==> config.mk <==
export PLATFORM = sky130hd
export DESIGN_NAME = vote_round_ctrl
export DESIGN_NICKNAME = d
export VERILOG_FILES = /design/src/rtl/vote_round_ctrl.sv
export SDC_FILE = /design/constraint.sdc
export NUM_CORES = 1
export LEC_CHECK = 0
export CAP_MARGIN = 20
export CELL_PAD_IN_SITES_DETAIL_PLACEMENT = 0
export CELL_PAD_IN_SITES_GLOBAL_PLACEMENT = 1
export CORE_UTILIZATION = 32
export CTS_CLUSTER_DIAMETER = 200
export DETAILED_ROUTE_END_ITERATION = 16
export GPL_TIMING_DRIVEN = 0
export PLACE_DENSITY_LB_ADDON = 0.1
export REMOVE_ABC_BUFFERS = 1
export SYNTH_ARGS = -nofsm -noshare
export SYNTH_HDL_FRONTEND = slang
export SYNTH_SLANG_ARGS = --single-unit
==> constraint.sdc <==
create_clock -name clk -period 2.1 [get_ports clk]
set_input_delay 0.525 -clock clk [delete_from_list [all_inputs] [get_ports clk]]
set_output_delay 0.525 -clock clk [all_outputs]
set_load 0.03 [all_outputs]
==> src/rtl/vote_round_ctrl.sv <==
// Round controller for an N-voter threshold vote: collects first votes per voter
// until all have voted or the round times out, then holds the decision on a valid/ready handshake.
module vote_round_ctrl #(
    parameter int N_VOTERS  = 4,
    parameter int THRESHOLD = 3,
    parameter int TIMEOUT   = 15,
    parameter int TW        = 4
) (
    input  logic                              clk,
    input  logic                              rst_n,
    input  logic                              start,
    input  logic [N_VOTERS-1:0]               vote_valid,
    input  logic [N_VOTERS-1:0]               vote_val,
    output logic [N_VOTERS-1:0]               voted,
    output logic [$clog2(N_VOTERS+1)-1:0]     yes_count,
    output logic                              busy,
    output logic                              result_valid,
    output logic                              result,
    output logic                              timed_out,
    input  logic                              result_ready
);

    localparam int CW = $clog2(N_VOTERS+1);

    typedef enum logic [1:0] {
        ST_IDLE    = 2'd0,
        ST_COLLECT = 2'd1,
        ST_DONE    = 2'd2
    } state_t;

    state_t                state_q, state_d;
    logic [N_VOTERS-1:0]   voted_q, voted_d;
    logic [CW-1:0]         yes_q, yes_d;
    logic [TW-1:0]         timer_q, timer_d;
    logic                  result_q, result_d;
    logic                  timed_out_q, timed_out_d;

    logic [N_VOTERS-1:0]   accept;
    logic [N_VOTERS-1:0]   accept_yes;
    logic [N_VOTERS-1:0]   voted_merge;
    logic [CW-1:0]         new_yes;
    logic [CW-1:0]         yes_merge;
    logic                  all_in;
    logic                  timer_hit;
    logic                  launch;

    // Only the first vote of each voter in a round is accepted.
    for (genvar gi = 0; gi < N_VOTERS; gi++) begin : g_accept
        assign accept[gi]     = vote_valid[gi] & ~voted_q[gi];
        assign accept_yes[gi] = accept[gi] & vote_val[gi];
    end

    always_comb begin
        new_yes = '0;
        for (int i = 0; i < N_VOTERS; i++) begin
            new_yes = new_yes + CW'(accept_yes[i]);
        end
    end

    assign voted_merge = voted_q | accept;
    assign yes_merge   = yes_q + new_yes;
    assign all_in      = &voted_merge;
    assign timer_hit   = (timer_q == TW'(TIMEOUT - 1));

    // A new round opens from IDLE, or back-to-back from DONE on the accepting cycle.
    assign launch = start & ((state_q == ST_IDLE) |
                             ((state_q == ST_DONE) & result_ready));

    always_comb begin
        state_d     = state_q;
        voted_d     = voted_q;
        yes_d       = yes_q;
        timer_d     = timer_q;
        result_d    = result_q;
        timed_out_d = timed_out_q;

        unique case (state_q)
            ST_IDLE: begin
                if (start) begin
                    state_d = ST_COLLECT;
                end
            end
            ST_COLLECT: begin
                voted_d = voted_merge;
                yes_d   = yes_merge;
                timer_d = timer_q + TW'(1);
                // Completion takes priority over a coincident timeout.
                if (all_in || timer_hit) begin
                    state_d     = ST_DONE;
                    result_d    = (yes_merge >= CW'(THRESHOLD));
                    timed_out_d = ~all_in;
                end
            end
            ST_DONE: begin
                if (result_ready) begin
                    state_d = start ? ST_COLLECT : ST_IDLE;
                end
            end
            default: begin
                state_d = ST_IDLE;
            end
        endcase

        if (launch) begin
            voted_d     = '0;
            yes_d       = '0;
            timer_d     = '0;
            result_d    = 1'b0;
            timed_out_d = 1'b0;
        end
    end

    always_ff @(posedge clk or negedge rst_n) begin
        if (!rst_n) begin
            state_q     <= ST_IDLE;
            voted_q     <= '0;
            yes_q       <= '0;
            timer_q     <= '0;
            result_q    <= 1'b0;
            timed_out_q <= 1'b0;
        end else begin
            state_q     <= state_d;
            voted_q     <= voted_d;
            yes_q       <= yes_d;
            timer_q     <= timer_d;
            result_q    <= result_d;
            timed_out_q <= timed_out_d;
        end
    end

    assign voted        = voted_q;
    assign yes_count    = yes_q;
    assign busy         = (state_q != ST_IDLE);
    assign result_valid = (state_q == ST_DONE);
    assign result       = result_q;
    assign timed_out    = timed_out_q;

endmodule

* Word level (Yosys, flattened, before mapping)
Index checks and enable logic that the tools add are counted.
** Storage, ports and cells
- Register bits :: 15
- Bits of input ports :: 12
- Output and inout port bits :: 11
- Logic and storage cells :: 60
** Operators by class
- Add/subtract/negate cells :: 5
- Magnitude comparators :: 1
- Eq/ne operators :: 6
- Mux-type cells :: 17
- Bitwise gates (word level) :: 17
- Reductions and logical operators :: 8
** Operator list (number)
- 4-bit two-way mux :: 4
- 1-bit bitwise AND :: 10
- 1-bit two-way mux :: 7
- 2-bit two-way mux :: 3
- 3-bit two-way mux :: 2
- 2-bit case mux with 3 select lines :: 1
- 2-bit nonzero test :: 3
- 1-bit NOT :: 5
- 4-bit by 1-bit adder with 4-bit output, second input constant :: 1
- 4-bit == test, second input constant :: 1
- 2-bit inequality test, second input constant :: 2
- 4-bit bitwise OR :: 1
- 4-bit AND reduction :: 1
- 2-bit by 1-bit adder with 3-bit output :: 1
- 3-bit by 1-bit adder with 3-bit output :: 1
- 3-bit adder :: 1
- 3-bit by 2-bit greater-or-equal comparator with 1-bit output, second input constant :: 1
- 3-bit AND reduction :: 1
- 1-bit by 1-bit adder with 2-bit output :: 1
- 2-bit by 1-bit == test with 1-bit output, second input constant :: 1
- 2-bit == test, second input constant :: 1
- 2-bit zero test :: 1
- 2-bit by 1-bit inequality test with 1-bit output, second input constant :: 1
- 2-bit AND reduction :: 1
- other kinds (2) :: 2

* Logic depth before layout (Yosys ltp)
- Depth in word-level cells :: 11
- Depth in mapped cells :: 9
- Gate-level depth less buffers :: 9

* Least setup slack after synthesis
No wires, ideal clock.
- Path type :: register to register
- Start :: register voted_q[0] (netlist: voted[0])
- End :: register result_q (netlist: result)
- Arrival time :: 2377 ps
- Setup slack :: -409 ps
- Cell stages (with the launch flop) :: 9
- Buffers on the path :: 0
- Cells stage by stage :: dfrtp_1 nand3b_1 fa_1 fa_1 inv_1 fa_1 a21oi_1 and3_1 nor3_2
** On the way
- Word-level cells in the longest chain between the ends :: 11
- Elaborated cells between the ends (all ways) :: 16
** Ends and longest elaborated chain
- start: declaration :: RTL line 32 : logic [N_VOTERS-1:0] voted_q, voted_d;
- start signal: assignment :: RTL line 123 : voted_q <= voted_d;
- 1-bit NOT :: RTL line 49 : assign accept[gi] = vote_valid[gi] & ~voted_q[gi];
- 1-bit bitwise AND :: RTL line 49
- 1-bit bitwise AND :: RTL line 50 : assign accept_yes[gi] = accept[gi] & vote_val[gi];
- 1-bit by 1-bit adder with 2-bit output :: RTL line 56 : new_yes = new_yes + CW'(accept_yes[i]);
- 2-bit by 1-bit adder with 3-bit output :: RTL line 56
- 3-bit by 1-bit adder with 3-bit output :: RTL line 56
- 3-bit adder :: RTL line 61 : assign yes_merge = yes_q + new_yes;
- 3-bit by 2-bit greater-or-equal comparator with 1-bit output :: RTL line 90 : result_d = (yes_merge >= CW'(THRESHOLD));
- 1-bit two-way mux :: RTL line 88 : if (all_in || timer_hit) begin
- 1-bit two-way mux :: RTL line 77 : unique case (state_q)
- 1-bit two-way mux :: RTL line 104 : if (launch) begin
- end signal: assignment :: RTL line 126 : result_q <= result_d;
- end: declaration :: RTL line 35 : logic result_q, result_d;
Several ways; a longest one is shown, not always the timed one. The select of a mux whose other input is x is not followed.
A chain may end at the register's enable or synchronous reset.

* Final worst setup path
- Start :: register voted_q[2] (netlist: voted[2])
- End :: register result_q (netlist: result)
** On the way
- Word-level cells in the longest chain between the ends :: 10
- Elaborated cells between the ends (all ways) :: 15
** Ends and longest elaborated chain (RTL line)
- 1-bit NOT :: 49
- 1-bit bitwise AND :: 49
- 1-bit bitwise AND :: 50
- 2-bit by 1-bit adder with 3-bit output :: 56
- 3-bit by 1-bit adder with 3-bit output :: 56
- 3-bit adder :: 61
- 3-bit by 2-bit greater-or-equal comparator with 1-bit output :: 90
- 1-bit two-way mux :: 88
- 1-bit two-way mux :: 77
- 1-bit two-way mux :: 104
Several ways; a longest one is shown, not always the timed one. The select of a mux whose other input is x is not followed.

==> results.yml <==
floorplanning:
  core_area_sq_um: 2480
  io_pins: 23
  num_rows: 18
  die_width_microns: 53.1
  start_util_pct: 33.7
  dieHeight_microns: 53.1
  die_area_sq_um: 2820
global_routing:
  grt_max_degree: 16
  grt-busiest-layer: "met2"
  gr-usage-met3_pct: 5.17
  globalRouteTotalUtil_pct: 14.6
  global_route.overflow_total: 0
  first_global_vias: 593
  grt_antenna_before_repair: 0
  groute.layer.met1.usage_pct: 18.8
  grt_pass1_wl_microns: 2790
  grtUsageMet2_pct: 22.4
logic_synthesis:
  synth_area_leaders: "sky130_fd_sc_hd__dfrtp_1, sky130_fd_sc_hd__fa_1, sky130_fd_sc_hd__nor2_1"
  synth_area_sq_um: 835
  synth_top_area_share_pct: 45.0
  register_bit_total_from_synthesis: 15
  yosys.cell_types.count: 29
  synth.yosys.warnings: 0
  yosys.area.top_type: "sky130_fd_sc_hd__dfrtp_1"
  synth_sequential_area_ratio_pct: 45.0
  syn_avg_cell_area_sq_um: 10.4
  synth_cells: 80
finish:
  area_growth_pct: 35.8
  design.final.nets: 125
  filler_cell_count: 262
  final_util_pct: 45.8
  antenna-diode-count: 0
  final_layout_size_suffix_gt1_share_pct: 20.6
sta:
  report.final.setup_viol: 3
  worstMarginPinSlew_ps: 724
  slew-limit-headroom_pct: 51.6
  setup_slack_ps: -380
  clock-skew-final_ps: 2.52
  grt_setup_unrepaired: "true"
  final.period_utilization_pct: 118
  maxClockFrequency_mhz: 403
  final-hold-violation-count: 0
  finalCriticalPeriod_ps: 2480
  slew_violations: 0
clock_network:
  clk_pin_slew_ps: 90
  tritoncts_clock_tree: "done"
  cts.path.max_buffers: 2
  tritoncts_num_sinks: 15
  insertion_delay_ps: 280
  clk_root_buf: "sky130_fd_sc_hd__clkbuf_4"
  cts-buffers-inserted: 3
  cts-htree-levels: 1
pwr:
  peakVddDrop_v: 0.000659
  power.static_leakage_nw: 0.507
  sequential_share_of_power_pct: 30.0
  power.net_switching_mw: 0.784
  switching_share_pct: 45.1
  cell_internal_pwr_mw: 0.955
  p_clk_share_pct: 9.6
  power.density_nw_per_um2: 1530
  comb_power_share_pct: 60.4
setup_path:
  slowest_cell_on_the_critical_path: "sky130_fd_sc_hd__fa_1"
  combined_buffer_and_inverter_count_along_the_critical_path: 1
  cpMostUsedCell: "sky130_fd_sc_hd__fa_2"
  critical_path.startpoint_type: "flip-flop"
  path_max_fanout: 4
  worst_path_largest_cell_delay_ps: 470
  timing.critical_path.arrival_ps: 2630
  path_cells: "nand3b_1 -> fa_1 -> fa_2 -> inv_2 -> fa_2 -> a21oi_2 -> and3_4 -> nor3_2"
  critical-path-top-delay-family: "adder cells"
  worst_ep_required_time_ps: 2250
  crit_type: "flip-flop to flip-flop"
  timing.critical_path.to_type: "flip-flop"
routing:
  postRouteAntennaNets: 0
  drc_violation_count_after_routing: 0
  route.vias.total: 661
  detail_route.wirelength_microns: 1730
  vias_per_cell: 4.82
  drt_iter0_drc: 5
  drt-wirelength-per-cell_microns: 12.6
  detailedRoute.firstPassIterationCount: 2
run_status:
  outcome: "finished with violations"
  violations: "negative setup slack"
placed_design:
  numPortBuffers: 22
  globalplace.congestion: 0.723
  detailedPlacementHpwl_microns: 1200
  place_worst_setup_slack_ps: -962
worst_hold_path:
  min-delay-path-class: "flip-flop to flip-flop"
flow_run:
  cap_violations: 0
[synthesized netlist by cell type]
master and number:
sky130_fd_sc_hd__a211oi_2 1, sky130_fd_sc_hd__a211oi_4 1, sky130_fd_sc_hd__a21oi_1 7, sky130_fd_sc_hd__a21oi_2 1
sky130_fd_sc_hd__a22o_1 1, sky130_fd_sc_hd__and2b_1 1, sky130_fd_sc_hd__and2b_4 1, sky130_fd_sc_hd__and3_1 1
sky130_fd_sc_hd__buf_12 1, sky130_fd_sc_hd__buf_4 1, sky130_fd_sc_hd__dfrtp_1 15, sky130_fd_sc_hd__fa_1 3
sky130_fd_sc_hd__ha_1 2, sky130_fd_sc_hd__inv_1 7, sky130_fd_sc_hd__nand2_1 4, sky130_fd_sc_hd__nand2b_1 1
sky130_fd_sc_hd__nand3_1 1, sky130_fd_sc_hd__nand3b_1 4, sky130_fd_sc_hd__nand4_1 1, sky130_fd_sc_hd__nor2_1 11
sky130_fd_sc_hd__nor2_2 2, sky130_fd_sc_hd__nor3_1 2, sky130_fd_sc_hd__nor3_2 1, sky130_fd_sc_hd__o21ai_1 1
sky130_fd_sc_hd__o21bai_1 1, sky130_fd_sc_hd__o22ai_1 2, sky130_fd_sc_hd__or2_2 1, sky130_fd_sc_hd__xnor2_1 1
sky130_fd_sc_hd__xor2_1 4
[sequential cells by signal, summed over array words and instances, names as in the netlist]
register,cells
result,1
voted,4
yes_count,3
timed_out,1
timer_q,4
state_q,2
[final timing paths]
check / startpoint / to / slack [ps] / depth (start not counted)
worst max-delay path: voted[2]$_DFFE_PN0P_ / result$_DFFE_PN0P_ / -380 / 8
worst max register to register: voted[2]$_DFFE_PN0P_ / result$_DFFE_PN0P_ / -380 / 8
max in group asynchronous: rst_n / voted[1]$_DFFE_PN0P_ / 980 / 1
min in group asynchronous: rst_n / yes_count[2]$_DFFE_PN0P_ / 670 / 1
worst min register to register: voted[2]$_DFFE_PN0P_ / voted[2]$_DFFE_PN0P_ / 550 / 2
worst min-delay path: voted[2]$_DFFE_PN0P_ / voted[2]$_DFFE_PN0P_ / 550 / 2
[power by group through the flow]
stage	logic, mW	clock network [mW]	registers (mW)
finish	1.05	0.168	0.522
global route	1.15	0.192	0.542
CTS	0.998	0.182	0.523
detailed placement	0.929	0	0.532
global placement	0.921	0	0.530
floorplan	0.499	0	0.648
[per-layer routing]
metal  vias up  wire [microns]
li1        322               -
met1       320             850
met2        17             784
met3         2              75
met4         0              19
met5         -               0
[cells by family after synthesis]
| family | synth area share [%] |
|---|---|
| xor+xnor | 5.25 |
| fa+ha+maj | 10.2 |
| flops | 45.0 |
| simple gates | 19.9 |
| buf+inv | 6.45 |
| compound gates | 13.2 |
[per-stage QoR]
step	std cells	hold slack, ps	power [mW]	instance area, sq um	setup TNS, ps
after floorplan	78	229	1.15	807	-770
after global placement	130	526	1.45	1060	-2540
after detailed placement	130	529	1.46	1060	-2680
after CTS	136	555	1.70	1110	-634
after global routing	137	593	1.88	1130	-941
final	137	547	1.74	1130	-759
[cell usage in the layout, fill, tap and decap left out, drive strengths merged]
cell type / count
clkdlybuf4s50: 16
dfrtp: 15
nor2: 13
a21oi: 8
inv: 7
dlygate4sd2: 5
nand3b: 4
xor2: 4
clkbuf: 4
nand2: 4
nor3: 3
fa: 3
buf: 3
o22ai: 2
ha: 2
and2b: 2
a211oi: 2
or2: 1
nand4: 1
nand3: 1
o21ai: 1
and3: 1
nand2b: 1
xnor2: 1
o21bai: 1
a22o: 1
clkdlybuf4s15: 1
[worst register-to-register path, stage by stage, from the launching register on]
cell and delay (ps):
sky130_fd_sc_hd__dfrtp_1 410, sky130_fd_sc_hd__nand3b_1 200, sky130_fd_sc_hd__fa_1 470, sky130_fd_sc_hd__fa_2 350
sky130_fd_sc_hd__inv_2 70, sky130_fd_sc_hd__fa_2 450, sky130_fd_sc_hd__a21oi_2 170, sky130_fd_sc_hd__and3_4 190
sky130_fd_sc_hd__nor3_2 30
[area by class of cell]
type,instances,area [sq um],share of cell area (%)
multi-input combinational,56,428,37.7
sequential,15,375,33.1
inverter,7,26.3,2.32
clock buffer,4,26.3,2.32
tap,30,37.5,3.31
timing repair buffer,25,240,21.2
[timing repair]
action	CTS	global route
pin swaps	6	4
gates resized for setup	13	3
hold buffers	0	0
buffers inserted	2	1
setup endpoints to repair	5	3
(Power assumes the default switching activity.)
==> edit 1: new RTL, same flow settings <==
Encoding of `state_t`: now one-hot (3 bits for 3 states).
--- a/src/rtl/vote_round_ctrl.sv
+++ b/src/rtl/vote_round_ctrl.sv
@@ -23,8 +23,8 @@
     localparam int CW = $clog2(N_VOTERS+1);
 
-    typedef enum logic [1:0] {
-        ST_IDLE    = 2'd0,
-        ST_COLLECT = 2'd1,
-        ST_DONE    = 2'd2
+    typedef enum logic [2:0] {
+        ST_IDLE    = 3'b001,
+        ST_COLLECT = 3'b010,
+        ST_DONE    = 3'b100
     } state_t;
 
Function: no difference found for any inputs over 10 cycles, from zero or initial values and one cycle with rst_n low; not proved beyond that.
==> edit 1 against the unedited design <==
The run still ends with setup timing left; largest cell class unchanged; register-to-register slack gained 210 ps; count of clock-buffer cells in the layout stayed put; sequential cell count grew 1; routed wire length is 7.3% higher; design area increased by 6.8%; final cell count rose by 5.8%; setup slack gained 200 ps; area after synthesis is 8.1% higher; largest power group unchanged; clock power increased by 23%; power shrank 18%.
==> edit 1: results (changes against the unedited design) <==
| Metric | Value |
|---|---|
| Filler cell count | `263 (+0.38%)` |
| Synth cell count leaders | `dfrtp_1 (15), nor2_1 (11), inv_1 (9)` |
| Status | `complete, but fails checks` |
| Fraction of area in multi-input gates | `0.378 (+0.000617)` |
| Slowest Stage Delay on Critical Path | `490 ps (+20 ps)` |
| Routed via count | `706 (+6.8%)` |
| P_sw | `0.594 mW (-24%)` |
| DPL Wire Length | `1250 um (+4.2%)` |
| Routed WL | `1860 um (+7.3%)` |
| Synthesized area per cell | `10.4 sq um (-0.60%)` |
| Post-CTS Setup Inserts | `1 (-1)` |
| Largest net degree at the start of global routing | `18 (+2)` |
| Register share of total power | `0.337 (+0.037)` |
| DR WL met2 | `826 um (+5.4%)` |
| Clock buf/inv share | `0.0300 (+0.00678)` |
| Worst slack, placed | `-896 ps (+66.0 ps)` |
| Comb power | `0.740 mW (-30%)` |
| Share of post-route cells with drive strength above 1 | `0.174 (-0.0317)` |
| Critical Path AT | `2420 ps (-210 ps)` |
| Post-layout nets | `133 (+6.4%)` |
| Placed insts | `137 (+5.4%)` |
| Distinct cells, synth | `30 (+3.4%)` |
| Slew HR | `0.475 (-0.0405)` |
| Final setup TNS | `-323 ps (+436 ps)` |
| Buffering overhead | `0.201 (-0.0105)` |
| Core ar. | `2570 sq um (+3.6%)` |
| Met3 WL | `101 um (+35%)` |
| First-pass GRT wire length | `2950 um (+6.0%)` |
| # clock sinks | `16 (+1)` |
| M1 GR Usage | `0.183 (-0.00442)` |
| GRT Resource Usage Total | `0.143 (-0.00294)` |
| Failing checks | `setup timing` |
| Final setup vio count | `2 (-1)` |
| Power consumption | `1.43 mW (-18%)` |
| Vias in the first global route | `672 (+13%)` |
| Pwr dens | `1180 nW/um^2 (-23%)` |
| Sequential cell area | `402 sq um (+7.0%)` |
| Compound-cell area share of the yosys netlist | `0.129 (-0.00295)` |
| Placed Instance Area | `1140 sq um (+6.8%)` |
| Comb_multi_in | `60 (+7.1%)` |
| Pre-Repair DR Iteration Count | `4 (+2)` |
| Inverters | `9 (+2)` |
| Register area share after synthesis | `0.445 (-0.00456)` |
| DR WL/cell | `12.8 um (+1.4%)` |
| Post-synthesis adder-cell area fraction | `0.0943 (-0.00764)` |
| Max VDD drop | `0.615 mV (-6.7%)` |
| Final worst setup slack | `-183 ps (+197 ps)` |
| CTS resizes | `12 (-1)` |
| CP max FO | `3 (-1)` |
[edit 1: worst paths after layout]
| path | start | endpoint | slack (ps) |
|---|---|---|---|
| worst max-delay path | vote_valid[0] | result$_DFFE_PN0P_ | -180 |
| worst min-delay path | voted[2]$_DFFE_PN0P_ | voted[2]$_DFFE_PN0P_ | 540 |
| max in group asynchronous | rst_n | state_q[1]$_DFFE_PN0P_ | 950 |
| worst min register to register | voted[2]$_DFFE_PN0P_ | voted[2]$_DFFE_PN0P_ | 540 |
| worst max register to register | voted[0]$_DFFE_PN0P_ | result$_DFFE_PN0P_ | -170 |
| min in group asynchronous | rst_n | voted[3]$_DFFE_PN0P_ | 680 |
[edit 1: critical path, delay by kind of cell]
kind | cells | cell delay (ps)
compound gates | 2 | 210
fa+ha+maj | 3 | 1280
buf+inv | 2 | 280
simple gates | 1 | 130
==> edit 2: new RTL, same settings <==
Made on the original files. `N_VOTERS`: 4 -> 2.
--- a/src/rtl/vote_round_ctrl.sv
+++ b/src/rtl/vote_round_ctrl.sv
@@ -2,5 +2,5 @@
 // until all have voted or the round times out, then holds the decision on a valid/ready handshake.
 module vote_round_ctrl #(
-    parameter int N_VOTERS  = 4,
+    parameter int N_VOTERS  = 2,
     parameter int THRESHOLD = 3,
     parameter int TIMEOUT   = 15,
Ports: changed (resized vote_val, vote_valid, voted and yes_count); port bits go from 23 to 16. No check against the original RTL was run, so the function may have changed too.
==> edit 2 against the unedited design <==
Core utilization increased by 0.28 points; sequential cell count decreased by 3; area after synthesis decreased by 23%; routed wire length decreased by 31%; critical endpoint is now yes_count[1]$_DFFE_PN0P_; sequential share of layout area increased by 3.1 points; design area decreased by 27%; setup slack improved by 570 ps.
Power is not compared: it rests on default switching activity, and its combinational part moved more than twofold at a synthesized area within 25%.
==> edit 2: results (changes against the unedited design) <==
| Metric | Value |
|---|---|
| Status | `completed` |
| Setup crit end kind | `register` |
| RePlAce Congestion | `0.651 (-10%)` |
| First-pass GRT wire length | `2090 um (-25%)` |
| Clock latency on the worst-skew pair | `260 ps (-20 ps)` |
| Synth cell count leaders | `dfrtp_1 (12), a21oi_1 (6), nand2b_1 (5)` |
| R2r setup slk | `460 ps (+840 ps)` |
| M3 GR Usage | `0.0353 (-0.0164)` |
| Power consumption | `slightly above 1 mW` |
| PortBufs | `15 (-32%)` |
| DPL Wire Length | `847 um (-30%)` |
| Reg clk slew, reported paths | `70 ps (-20 ps)` |
| Worst Setup SP | `vote_valid[0]` |
| Compound-cell area share of the yosys netlist | `0.141 (+0.00897)` |
| Largest net degree at the start of global routing | `13 (-3)` |
| M1 GR Usage | `0.206 (+0.0187)` |
| Placed insts | `102 (-22%)` |
| Max reg flops | `4` |
| Via density | `4.88 (+1.1%)` |
| Max VDD drop | `0.505 mV` |
| Vias in the first global route | `478 (-19%)` |
| Post-Synth XOR/XNOR Area | `0.0274 (-0.0251)` |
| Pre-Repair DR Iteration Count | `4 (+2)` |
| Largest cells by area after synthesis | `dfrtp_1 (47%), nand2b_1 (4.9%), a21oi_1 (4.7%), ha_1 (3.9%), nand3b_1 (3.5%)` |
| Diodes inserted | `0 (unchanged)` |
| Slowest Stage Delay on Critical Path | `500 ps (+30 ps)` |
| Clock buffer depth | `2 (unchanged)` |
| M1 WL | `595 um (-30%)` |
| Slowest-stage cell, CP | `clkdlybuf4s50_1` |
| GRT Resource Usage Total | `0.143 (-0.00273)` |
| Worst R2R Start | `voted[0]$_DFFE_PN0P_` |
| Post-route insts no fill | `105 (-23%)` |
| CP max FO | `3 (-1)` |
| Worst R2R Path Depth | `4 (-4)` |
| Placed Instance Area | `810 sq um (-24%)` |
| Min-delay src | `result$_DFFE_PN0P_` |
| Met2 global-route usage | `0.192 (-0.0320)` |
| Achievable Freq | `523 MHz (+30%)` |
| Worst reg2reg endpoint | `yes_count[1]$_DFFE_PN0P_` |
| Synthesis Warnings | `0 (unchanged)` |
| Post-CTS Setup Inserts | `0 (-2)` |
| Register area share after synthesis | `0.470 (+0.0199)` |
| Post-synthesis adder-cell area fraction | `0.0705 (-0.0315)` |
| Worst Tran Pin Value | `575 ps (-149 ps)` |
| Post-layout nets | `93 (-26%)` |
| Distinct cells, synth | `28 (-3.4%)` |
| Synthesized area per cell | `10.1 sq um (-2.7%)` |
| Layout Skew | `0.210 ps (-2.31 ps)` |
| Worst slack, placed | `-90.0 ps (+872 ps)` |
| DR WL/cell | `11.4 um (-9.5%)` |
| Delay-heaviest family, CP | `buffers and inverters` |
| DR WL met2 | `519 um (-34%)` |
| Met3 WL | `72 um (-4.0%)` |
| Mux contribution to synthesized area | `0.0157 (+0.0157)` |
| Hold EP | `result$_DFFE_PN0P_` |
| Share of post-route cells with drive strength above 1 | `0.100 (-0.106)` |
edit 2: cell count changes after synthesis, moves of 2 or more:
cell,before,now
inv_1,7,2
nand2b_1,1,5
dfrtp_1,15,12
o21ai_0,0,4
fa_1,3,1
nor2_1,11,4
xor2_1,4,1
edit 2: cell type report:
| cell class | instances | area [sq um] |
|---|---|---|
| Inverter | 2 | 7.51 |
| Multi-Input combinational cell | 48 | 320 |
| Tap cell | 25 | 31.3 |
| Sequential cell | 12 | 300 |
| Timing Repair Buffer | 15 | 148 |
| Clock buffer | 3 | 22.5 |
| Fill cell | 194 | 972 |
edit 2: through the flow:
| stage | utilization | hold slack [ps] |
|---|---|---|
| detailed placement | 0.449 | 537 |
| floorplan | - | 229 |
| global placement | 0.449 | 527 |
| finish | 0.460 | 547 |
| CTS | 0.460 | 557 |
| global route | 0.460 | 587 |
edit 2: repair_timing:
action                     in CTS  in global routing
setup endpoints to repair       2                  0
hold buffers                    0                  0
gates resized for setup         2                  0
